===== src/rtl/hazard_pkg.sv =====
// hazard_pkg: shared definitions for the pipeline hazard controller.
//   STATE_W   - width of the debug state output
//   XZR_IDX   - register index of the zero register (never a real dependency)
//   TIMER_W   - width of the memory-wait watchdog timer (covers 2..255)
//   hz_state_e - controller states RUN / BR_WAIT / MEM_WAIT
package hazard_pkg;

  localparam int unsigned STATE_W = 2;
  localparam int unsigned TIMER_W = 8;
  localparam logic [4:0]  XZR_IDX = 5'd31;

  typedef enum logic [STATE_W-1:0] {
    RUN      = 2'd0,
    BR_WAIT  = 2'd1,
    MEM_WAIT = 2'd2
  } hz_state_e;

endpackage


===== src/rtl/hazard_lu_detect.sv =====
// hazard_lu_detect: combinational load-use hazard comparator.
// Flags when the instruction in EX is a load whose destination is read by
// the instruction in ID. Writes to the zero register never create a hazard.
//   ex_loadop_i   - EX instruction is a load
//   ex_rd_i       - EX destination register
//   id_rn_i/rm_i  - ID source registers
//   id_uses_rn_i/rm_i - ID instruction actually reads that source
//   lu_o          - load-use hazard present
module hazard_lu_detect
  import hazard_pkg::*;
(
  input  logic       ex_loadop_i,
  input  logic [4:0] ex_rd_i,
  input  logic [4:0] id_rn_i,
  input  logic [4:0] id_rm_i,
  input  logic       id_uses_rn_i,
  input  logic       id_uses_rm_i,
  output logic       lu_o
);

  logic rn_hit;
  logic rm_hit;

  always_comb begin
    rn_hit = id_uses_rn_i & (id_rn_i == ex_rd_i);
    rm_hit = id_uses_rm_i & (id_rm_i == ex_rd_i);
    lu_o   = ex_loadop_i & (ex_rd_i != XZR_IDX) & (rn_hit | rm_hit);
  end

endmodule


===== src/rtl/hazard_ctrl.sv =====
// hazard_ctrl: pipeline sequencing controller for the 5-stage CPU.
// Owns PC / IF-ID enables, IF-ID flush, ID-EX bubble and the back-end hold.
// Resolves load-use stalls, taken-branch redirects (PC-relative and BR) and
// multi-cycle data-memory accesses with a timeout watchdog.
//
// Ports:
//   clk, reset (sync, active-low)
//   id_rn, id_rm, id_uses_rn, id_uses_rm, ex_loadop, ex_rd - hazard sources
//   id_brtaken, id_br_op   - branch events in ID
//   mem_req, mem_ack       - data-memory handshake for the MEM stage
//   pc_we, ifid_we, ifid_flush, idex_bubble, pipe_hold, pc_sel_reg - controls
//   mem_err                - sticky memory-timeout flag
//   state                  - current FSM state (debug)
//   stall_cnt, flush_cnt   - performance counters (only with HAZARD_PERF_EN)
//
// Build option: define HAZARD_PERF_EN to add the performance counters.
module hazard_ctrl
  import hazard_pkg::*;
#(
  parameter int unsigned MEM_TIMEOUT = 16
) (
  input  logic               clk,
  input  logic               reset,
  input  logic [4:0]         id_rn,
  input  logic [4:0]         id_rm,
  input  logic               id_uses_rn,
  input  logic               id_uses_rm,
  input  logic               ex_loadop,
  input  logic [4:0]         ex_rd,
  input  logic               id_brtaken,
  input  logic               id_br_op,
  input  logic               mem_req,
  input  logic               mem_ack,
  output logic               pc_we,
  output logic               ifid_we,
  output logic               ifid_flush,
  output logic               idex_bubble,
  output logic               pipe_hold,
  output logic               pc_sel_reg,
  output logic               mem_err,
  output logic [STATE_W-1:0] state
`ifdef HAZARD_PERF_EN
  ,
  output logic [31:0]        stall_cnt,
  output logic [31:0]        flush_cnt
`endif
);

  localparam logic [TIMER_W-1:0] TIMEOUT_V = TIMER_W'(MEM_TIMEOUT);
  localparam logic [TIMER_W-1:0] TIMER_ONE = TIMER_W'(1);

  hz_state_e          state_q, state_d;
  logic [TIMER_W-1:0] timer_q, timer_d;
  logic               mem_err_q, mem_err_d;

  logic lu;
  logic mem_stall;
  logic run_ev;

  logic pc_we_c, ifid_we_c, flush_c, bubble_c, hold_c, sel_c;

  hazard_lu_detect u_lu (
    .ex_loadop_i  (ex_loadop),
    .ex_rd_i      (ex_rd),
    .id_rn_i      (id_rn),
    .id_rm_i      (id_rm),
    .id_uses_rn_i (id_uses_rn),
    .id_uses_rm_i (id_uses_rm),
    .lu_o         (lu)
  );

  assign mem_stall = mem_req & ~mem_ack;

  // The cycle that ends a memory wait (ack or timeout) behaves as a plain RUN
  // cycle, so the held ID instruction's lu/branch is evaluated exactly then.
  always_comb begin
    state_d   = state_q;
    timer_d   = timer_q;
    mem_err_d = mem_err_q;
    pc_we_c   = 1'b1;
    ifid_we_c = 1'b1;
    flush_c   = 1'b0;
    bubble_c  = 1'b0;
    hold_c    = 1'b0;
    sel_c     = 1'b0;
    run_ev    = 1'b0;

    unique case (state_q)
      RUN: begin
        if (mem_stall) begin
          pc_we_c   = 1'b0;
          ifid_we_c = 1'b0;
          hold_c    = 1'b1;
          state_d   = MEM_WAIT;
          timer_d   = TIMER_ONE;
        end else begin
          run_ev = 1'b1;
        end
      end
      MEM_WAIT: begin
        if (mem_ack) begin
          state_d = RUN;
          timer_d = '0;
          run_ev  = 1'b1;
        end else if (timer_q == TIMEOUT_V) begin
          mem_err_d = 1'b1;
          state_d   = RUN;
          timer_d   = '0;
          run_ev    = 1'b1;
        end else begin
          pc_we_c   = 1'b0;
          ifid_we_c = 1'b0;
          hold_c    = 1'b1;
          timer_d   = timer_q + TIMER_ONE;
        end
      end
      BR_WAIT: begin
        flush_c = 1'b1;
        sel_c   = 1'b1;
        if (mem_stall) begin
          pc_we_c = 1'b0;
          hold_c  = 1'b1;
        end else begin
          state_d = RUN;
        end
      end
      default: state_d = RUN;
    endcase

    if (run_ev) begin
      if (lu) begin
        pc_we_c   = 1'b0;
        ifid_we_c = 1'b0;
        bubble_c  = 1'b1;
      end else if (id_br_op) begin
        flush_c = 1'b1;
        pc_we_c = 1'b0;
        state_d = BR_WAIT;
      end else if (id_brtaken) begin
        flush_c = 1'b1;
      end
    end
  end

  always_ff @(posedge clk) begin
    if (!reset) begin
      state_q   <= RUN;
      timer_q   <= '0;
      mem_err_q <= 1'b0;
    end else begin
      state_q   <= state_d;
      timer_q   <= timer_d;
      mem_err_q <= mem_err_d;
    end
  end

  // Reset forces a safe pipeline: nothing advances, NOPs enter IF/ID and ID/EX.
  assign pc_we       = reset & pc_we_c;
  assign ifid_we     = reset & ifid_we_c;
  assign ifid_flush  = ~reset | flush_c;
  assign idex_bubble = ~reset | bubble_c;
  assign pipe_hold   = reset & hold_c;
  assign pc_sel_reg  = reset & sel_c;
  assign mem_err     = mem_err_q;
  assign state       = state_q;

`ifdef HAZARD_PERF_EN
  logic [31:0] stall_cnt_q;
  logic [31:0] flush_cnt_q;

  always_ff @(posedge clk) begin
    if (!reset) begin
      stall_cnt_q <= '0;
      flush_cnt_q <= '0;
    end else begin
      if (!pc_we)     stall_cnt_q <= stall_cnt_q + 32'd1;
      if (ifid_flush) flush_cnt_q <= flush_cnt_q + 32'd1;
    end
  end

  assign stall_cnt = stall_cnt_q;
  assign flush_cnt = flush_cnt_q;
`endif

endmodule


===== config.mk =====
export PLATFORM = sky130hd
export DESIGN_NAME = hazard_ctrl
export DESIGN_NICKNAME = d
export VERILOG_FILES = /design/src/rtl/hazard_pkg.sv /design/src/rtl/hazard_lu_detect.sv /design/src/rtl/hazard_ctrl.sv
export SDC_FILE = /design/constraint.sdc
export NUM_CORES = 1
export LEC_CHECK = 0
export ABC_AREA = 1
export BUFFER_PORTS_ARGS = -buffer_cell sky130_fd_sc_hd__buf_2
export CORE_MARGIN = 4
export CORE_UTILIZATION = 30
export DETAILED_ROUTE_END_ITERATION = 7
export GPL_TIMING_DRIVEN = 0
export PLACE_DENSITY = 0.56
export SYNTH_ARGS = -nofsm -noshare
export SYNTH_HDL_FRONTEND = slang
export SYNTH_SLANG_ARGS = --single-unit

===== constraint.sdc =====
create_clock -name clk -period 1.3 [get_ports clk]
set_input_delay 0.26 -clock clk [delete_from_list [all_inputs] [get_ports clk]]
set_output_delay 0.26 -clock clk [all_outputs]
set_load 0.005 [all_outputs]

# --- Yosys cells after proc, flatten, opt, wreduce, memory -nomap -nowiden ---
# Cells that the tools add are included.
op_classes:
  n_mux: 34
  bitwise_logic: 14
  add_sub_neg: 1
  n_eq_ne: 7
  reduce_logical: 5
ops:
  columns: ["operator", "count"]
  rows:
  - ["$mux W8", 3]
  - ["$mux W1", 18]
  - ["$pmux W8 S2", 1]
  - ["$mux W2", 7]
  - ["$eq A5 B5 Y1", 2]
  - ["$and A1 B1 Y1", 9]
  - ["$add A8 B1 Y8 const B", 1]
  - ["$eq A8 B5 Y1 const B", 1]
  - ["$pmux W1 S2", 4]
  - ["$pmux W2 S3", 1]
  - ["$ne A5 B5 Y1 const B", 1]
  - ["$or A1 B1 Y1", 3]
  - ["$reduce_and A3 Y1", 1]
  - ["$eq A2 B1 Y1 const B", 1]
  - ["$eq A2 B2 Y1 const B", 1]
  - ["$logic_not A2 Y1", 1]
  - ["$ne A2 B2 Y1 const B", 1]
  - ["$not A1 Y1", 2]
  - ["$reduce_and A2 Y1", 1]
  - ["$reduce_bool A2 Y1", 1]
  - ["$reduce_or A2 Y1", 1]
word_totals:
  regBits: 11
  output_inout_bits: 9
  wordCells: 64
  in_bits: 24

# --- Depth between registers and ports, before layout ---
# Gate-level depths: netlist of the first run.
logic_depth:
  word_depth: 8
  ltp_mapped: 11
  ltp_nobuf: 11

# --- By module ---
# A second synthesis of the first run with hierarchy kept.
hier_totals:
  hier_cells: 158
  area_unflattened_um2: 877.1
modules_own_cells:
  columns: ["module", "area_each_um2", "cells_per_inst", "n_inst", "seq_area_each_um2"]
  rows:
  - ["hazard_ctrl", 660.6, 103, 1, 220.2]
  - ["hazard_lu_detect", 216.5, 55, 1, 0.0]

# --- Least setup slack after synthesis of the first run ---
# No wires, ideal clock.
synth_path:
  path_kind: "reg-to-output"
  start: "register timer_q[0]"
  end: "output ifid_we"
  n_path_buf: 0
  required_time_ns: 1.040
  slack_ns: -0.126
  arrival_ns: 1.166
  stages_incl_launch_ff: 12
  cell_sequence: "dfxtp_1 -> inv_1 -> ha_1 -> inv_1 -> nor2_2 -> nand2_2 -> nand2_2 -> nand2_2 -> nand2_2 -> nand3_2 -> nand2_2 -> nor2_1"
synth_between:
  elab_chain_len: 7
  elab_cells_between_ends: 8
  classes_between: "1 x eq/ne; 6 x mux; 1 x bitwise"
synth_lines:
  columns: ["item", "line_no", "text"]
  rows:
  - ["from (decl)", "hazard_ctrl.sv:53", "logic [TIMER_W-1:0] timer_q, timer_d;"]
  - ["from (signal assigned)", "hazard_ctrl.sv:152", "timer_q <= timer_d;"]
  - ["$eq A8 B5 Y1 (*)", "hazard_ctrl.sv:105", "end else if (timer_q == TIMEOUT_V) begin"]
  - ["$mux W1 (*)", "hazard_ctrl.sv:105", null]
  - ["$mux W1 (*)", "hazard_ctrl.sv:101", "if (mem_ack) begin"]
  - ["$pmux W1 S2", "hazard_ctrl.sv:88", "unique case (state_q)"]
  - ["$mux W1", "hazard_ctrl.sv:131", "if (lu) begin"]
  - ["$mux W1 (*)", "hazard_ctrl.sv:130", "if (run_ev) begin"]
  - ["$and A1 B1 Y1 (*)", "hazard_ctrl.sv:159", "assign ifid_we = reset & ifid_we_c;"]
  - ["to (decl)", "hazard_ctrl.sv:35", "output logic ifid_we,"]
# Every way passes the cells marked *; elsewhere a longest branch is shown, timed or not.

# --- Worst setup path in the final report of the first run ---
layout_path:
  start: "register timer_q[1]"
  end: "output pc_we"
layout_between:
  elab_chain_len: 8
  elab_cells_between_ends: 9
  classes_between: "1 x eq/ne; 7 x mux; 1 x bitwise"
layout_lines:
  columns: ["item", "line_no", "text"]
  rows:
  - ["$eq A8 B5 Y1 (*)", "hazard_ctrl.sv:105", null]
  - ["$mux W1 (*)", "hazard_ctrl.sv:105", null]
  - ["$mux W1 (*)", "hazard_ctrl.sv:101", null]
  - ["$pmux W1 S2", "hazard_ctrl.sv:88", null]
  - ["$mux W1", "hazard_ctrl.sv:135", "end else if (id_br_op) begin"]
  - ["$mux W1", "hazard_ctrl.sv:131", null]
  - ["$mux W1 (*)", "hazard_ctrl.sv:130", null]
  - ["$and A1 B1 Y1 (*)", "hazard_ctrl.sv:158", "assign pc_we = reset & pc_we_c;"]
  - ["to (decl)", "hazard_ctrl.sv:34", "output logic pc_we,"]
# Marks and branches as above.

==> impl_metrics.json, run 1 <==
{
  "run_status": "finished, violations left",
  "violations": "negative setup slack",
  "via_count": 1044,
  "worstPathMaxFanout": 5,
  "synthArstFlopShare": 0,
  "fp.dieW_um": 64.1,
  "finalMaxSlewViolations": 0,
  "start_util": 0.312,
  "rsz0062_at_grt": "yes",
  "pre_cts_slack_ns": -0.279,
  "synth-main-ff-cell": "dfxtp_1",
  "gp_congestion": 0.809,
  "synth_top_area_share": 0.233,
  "synthTopCellsByArea": "dfxtp_1, nand2_1, inv_1",
  "first_pass_iters": 4,
  "root_buffer": "clkbuf_4",
  "drc_errors": 0,
  "antenna_found_initial": 0,
  "synth-edff-count": 0,
  "synth_top_area_cell": "dfxtp_1",
  "setup_tns_ns": -2.14,
  "synthTopCellsByCount": "nand2_1, inv_1, nor2_1, dfxtp_1, nand2_2",
  "ys_seq_elements": 11,
  "syn_nets": 185,
  "cts_buffers": 3,
  "ys_seq_area_frac": 0.233,
  "nNetsFinal": 232,
  "cp.arrival_ns": 1.52,
  "p_int_mw": 0.621,
  "power_leakage_nw": 0.703,
  "dieHeight_um": 64.1,
  "layout-drive-gt1-share": 0.449,
  "cp.required_ns": 1.04,
  "wire_per_inst_um": 9.35,
  "instances_no_fill": 249,
  "final_antenna_net_count": 0,
  "synth.most_common_cell": "nand2_1",
  "rows": 20,
  "clock.fmax_ghz": 0.563,
  "finalWorstSetupSlack_ns": -0.477,
  "core_um2": 3030,
  "path_class": "register to output port",
  "track_usage": 0.117,
  "switchingPower_mw": 0.337,
  "synth_cells": 159,
  "clock_latency_ns": 0.28,
  "tritoncts": "done",
  "power_frac_seq": 0.384,
  "ctsLongestPathBuffers": 2,
  "clockPowerShare": 0.259,
  "fin_crit_sh": 1.37,
  "min_period_ns": 1.78,
  "p_per_area_nw_per_um2": 696,
  "maxCapViolCount": 0,
  "die_area_um2": 4110,
  "grt_max_degree": 7,
  "max_slew_margin": 0.811,
  "combPwrFrac": 0.358,
  "grt_overflow": 0,
  "start_kind": "register",
  "skew_ns": 0.00471,
  "io_buffers": 32,
  "switching_share": 0.352,
  "grt_pass1_vias": 942,
  "cts_hold_buf": 0,
  "ir_drop_v": 0.000426,
  "yosys_warnings": 0,
  "diodes": 0,
  "crit_path_end_kind": "output port",
  "clkTransAtPathRegs_ns": 0.08,
  "routed_wl_um": 2330,
  "syn_area_um2": 943,
  "clock-sinks": 11,
  "syn_to_final_growth_pct": 46.0,
  "grt_first_pass_wirelength_um": 3950,
  "dp_hpwl_um": 1820,
  "synth.avg_cell_area_um2": 5.93,
  "synth.distinct_cells": 23,
  "numPlacedInstances": 235,
  "io_pins": 33,
  "h-tree-depth": 1,
  "routed_via_density": 4.19,
  "hold_class": "input port to register",
  "final-hold-violation-count": 0,
  "drtIter0Drc": 42,
  "max_slew.worst_pin.slew_ns": 0.283,
  "setup_viol": 6
}
## layout make-up
class	instances	area (um^2)
fillers	329	1650
well taps	44	55.1
inverters	31	121
repair buffers	42	249
clock buffers	4	26.3
multi-input cells	117	694
flip-flops and latches	11	231
## cells by family (layout without fill, tap and decap cells)
family | Yosys count | in the layout | share of synthesized area
AOI/OAI and AO/OA | 12 | 12 | 0.0690
xor gates and xnor gates | 2 | 2 | 0.0186
adders and majority gates | 2 | 2 | 0.0265
buffers and inverters | 31 | 77 | 0.123
DFF | 11 | 11 | 0.233
and+or+nand+nor | 101 | 101 | 0.529
## state kept, by name, indices dropped and copies added, names as in the netlist
signal / cells
timer_q: 8
state: 2
mem_err: 1
## per-stage QoR
stage / power, mW / cell area, um^2 / utilization / hold WS, ns
5_1_grt: 1.03 / 1380 / 0.455 / 0.303
3_3_place_gp: 0.651 / 1180 / 0.389 / 0.438
4_1_cts: 0.940 / 1270 / 0.419 / 0.285
3_5_place_dp: 0.649 / 1180 / 0.389 / 0.443
2_1_floorplan: 0.548 / 963 / - / 0.391
6_report: 0.958 / 1380 / 0.455 / 0.292
## metal layers
metal / vias up / track usage / routed length (um)
li1: 579 / - / -
met1: 441 / 0.155 / 1120
met2: 24 / 0.188 / 1030
met3: 0 / 0.0387 / 176
met4: 0 / 0.0162 / 0
met5: - / 0 / 0
## cell usage in the layout (no fill, tap or decap), types with 3 or more instances in the layout
master / instances
dfxtp_2: 3
inv_1: 21
clkbuf_4: 3
nand2_2: 10
nor2_2: 4
nor2_1: 20
nand3_1: 9
a21oi_1: 5
buf_4: 8
dfxtp_1: 6
buf_6: 3
nor3_4: 3
o21ai_0: 3
nand2_1: 40
buf_2: 31
inv_2: 9
nand2_4: 3
## repair_timing
| item | CTS | global route |
|---|---|---|
| setup buffers | 6 | 4 |
| pin swaps | 5 | 4 |
| setup endpoints to repair | 6 | 11 |
| gates resized for setup | 5 | 21 |
## power groups by stage
| stage | clock (mW) | combinational [mW] | sequential [mW] |
|---|---|---|---|
| 2_1_floorplan | 0 | 0.179 | 0.370 |
| 3_3_place_gp | 0 | 0.277 | 0.374 |
| 3_5_place_dp | 0 | 0.276 | 0.373 |
| 4_1_cts | 0.263 | 0.316 | 0.361 |
| 5_1_grt | 0.281 | 0.384 | 0.369 |
| 6_report | 0.248 | 0.343 | 0.368 |
## worst max-delay path: stages (launching register included)
cell     delay [ns]
dfxtp_2        0.33
inv_2          0.07
ha_4           0.12
inv_2          0.04
nor2_4         0.10
nand2_4        0.08
nand2_2        0.06
nand2_2        0.04
nand2_2        0.08
nand3_2        0.07
nand2_2        0.09
nor2_2         0.04
buf_2          0.12
## final timing paths
kind              startpoint    endpoint  cells after the start  slack (ns)
setup / recovery  timer_q[1]       pc_we                     12       -0.48
hold / removal         reset  timer_q[0]                      3        0.29
hold reg to reg      mem_err     mem_err                      2        0.46
setup reg to reg  timer_q[1]    state[1]                     11           0
(Power assumes the default switching activity.)
==> run 2: changes to the inputs <==
Settings changed: PLACE_DENSITY 0.56 to 0.54.
Clock period 1.3 ns to 1.7 ns, I/O delays scaled along.
==> impl_metrics.json, run 2 (synthesized netlist as in run 1, its figures left out) <==
{
  "diodes": 0,
  "largest_reg_flops": 8,
  "syn_to_final_growth_pct": 36.1,
  "clkTransAtPathRegs_ns": 0.07,
  "path_delay_family": "simple AND/OR/NAND/NOR gates",
  "routed_via_density": 4.43,
  "setup_tns_ns": -0.614,
  "start_kind": "register",
  "power_leakage_nw": 0.684,
  "grt_first_pass_wirelength_um": 4340,
  "slowest_delay_ns": 0.33,
  "cpMaxStageDelayCell": "dfxtp_2",
  "core_um2": 3030,
  "grt_overflow": 0,
  "fp.dieW_um": 64.1,
  "final_antenna_net_count": 0,
  "regArea_um2": 224,
  "grt_max_degree": 8,
  "hold_class": "input port to register",
  "final_common_cell": "nand2_1",
  "io_pins": 33,
  "tritoncts": "done",
  "clock.fmax_ghz": 0.536,
  "power_mw": 0.698,
  "nFillCells": 306,
  "wire_per_inst_um": 9.94,
  "ir_drop_v": 0.000403,
  "max_slew_margin": 0.792,
  "die_area_um2": 4110,
  "multi_input_area_um2": 642,
  "nNetsFinal": 230,
  "gp_congestion": 0.795,
  "instances_no_fill": 247,
  "clock_latency_ns": 0.27,
  "cts_hold_buf": 0,
  "violations": "negative setup slack",
  "dieHeight_um": 64.1,
  "dp_hpwl_um": 1910,
  "drtIter0Drc": 59,
  "root_buffer": "clkbuf_4",
  "io_buffers": 32,
  "grt_pass1_vias": 1059,
  "layout-drive-gt1-share": 0.379,
  "first_pass_iters": 5,
  "drc_errors": 0,
  "run_status": "finished, violations left",
  "path_class": "register to output port",
  "clock-sinks": 11,
  "crit_top_cell": "nand2_2",
  "regMostFlops": "timer_q",
  "routed_wl_um": 2450,
  "path_cells": "inv_2 > ha_4 > inv_2 > nor2_4 > nand2_4 > nand2_2 > nand2_2 > nand2_4 > nand3_2 > nand2_2 > nor2_1 > buf_2",
  "setup_viol": 5,
  "skew_ns": 0.00221,
  "rows": 20,
  "finalMaxSlewViolations": 0,
  "fin_util": 0.424,
  "max_slew.worst_pin.slew_ns": 0.309,
  "cp.arrival_ns": 1.53,
  "finalWorstSetupSlack_ns": -0.165,
  "worstPathMaxFanout": 4,
  "cts_buffers": 3,
  "cp.required_ns": 1.36,
  "ctsLongestPathBuffers": 2,
  "critPathBufInv": 3,
  "track_usage": 0.127,
  "start_util": 0.312,
  "rsz0062_at_grt": "yes",
  "via_count": 1093,
  "crit_path_end_kind": "output port",
  "pre_cts_slack_ns": -0.0136,
  "h-tree-depth": 1,
  "fin_crit_sh": 1.10,
  "maxCapViolCount": 0,
  "min_period_ns": 1.87,
  "final-hold-violation-count": 0,
  "numPlacedInstances": 235,
  "reg2reg_slack_ns": 0.45,
  "p_per_area_nw_per_um2": 544,
  "antenna_found_initial": 0,
  "layout_common_cells": "nand2_1, buf_2, inv_1, nor2_1"
}
==> run 2: cell types whose count changed in the layout (fill, tap and decap cells not counted), sizes merged <==
cell / change
buf: -2
==> run 2: where the power goes <==
group	total (mW)	internal (mW)	switching [mW]
clock network	0.184	0.0910	0.0926
logic	0.237	0.101	0.136
registers	0.277	0.267	0.0105
total	0.698	0.459	0.239
==> run 2: worst paths after layout <==
check / from / cells after the start / endpoint
min reg2reg: mem_err / 2 / mem_err
max: timer_q[1] / 12 / pc_we
max reg2reg: state[1] / 7 / timer_q[5]
min: mem_ack / 4 / mem_err
==> run 2: final cells by class <==
| type | count | area share |
|---|---|---|
| multi-input cells | 117 | 0.500 |
| flip-flops and latches | 11 | 0.174 |
| repair buffers | 40 | 0.172 |
| inverters | 31 | 0.0906 |
| well taps | 44 | 0.0429 |
| clock buffers | 4 | 0.0205 |
==> run 2: worst reg2reg max path: cells and delay by family (launching register included) <==
family | cells | cell delay (ns)
buffers and inverters | 2 | 0.26
AND/OR/NAND/NOR | 4 | 0.43
flip-flops | 1 | 0.40
AO/OA/AOI/OAI | 1 | 0.11
==> run 2: timing repair <==
action,in CTS,in global routing
pin swaps,8,4
setup buffers,6,2
resized for setup,12,1
setup endpoints to repair,5,5
endpoints found under the hold margin,0,0
==> run 2: per-stage QoR <==
step | area (um^2) | hold WS (ns)
final | 1280 | 0.381
after global routing | 1280 | 0.405
after CTS | 1270 | 0.378
after detailed placement | 1160 | 0.442
after global placement | 1160 | 0.441
after floorplan | 943 | 0.447
==> run 2: metal layers <==
metal | vias up | global-route usage | share of wire
li1 | 576 | - | -
met1 | 478 | 0.162 | 0.44
met2 | 34 | 0.213 | 0.47
met3 | 5 | 0.0193 | 0.075
met4 | 0 | 0.0485 | 0.016
met5 | - | 0 | 0
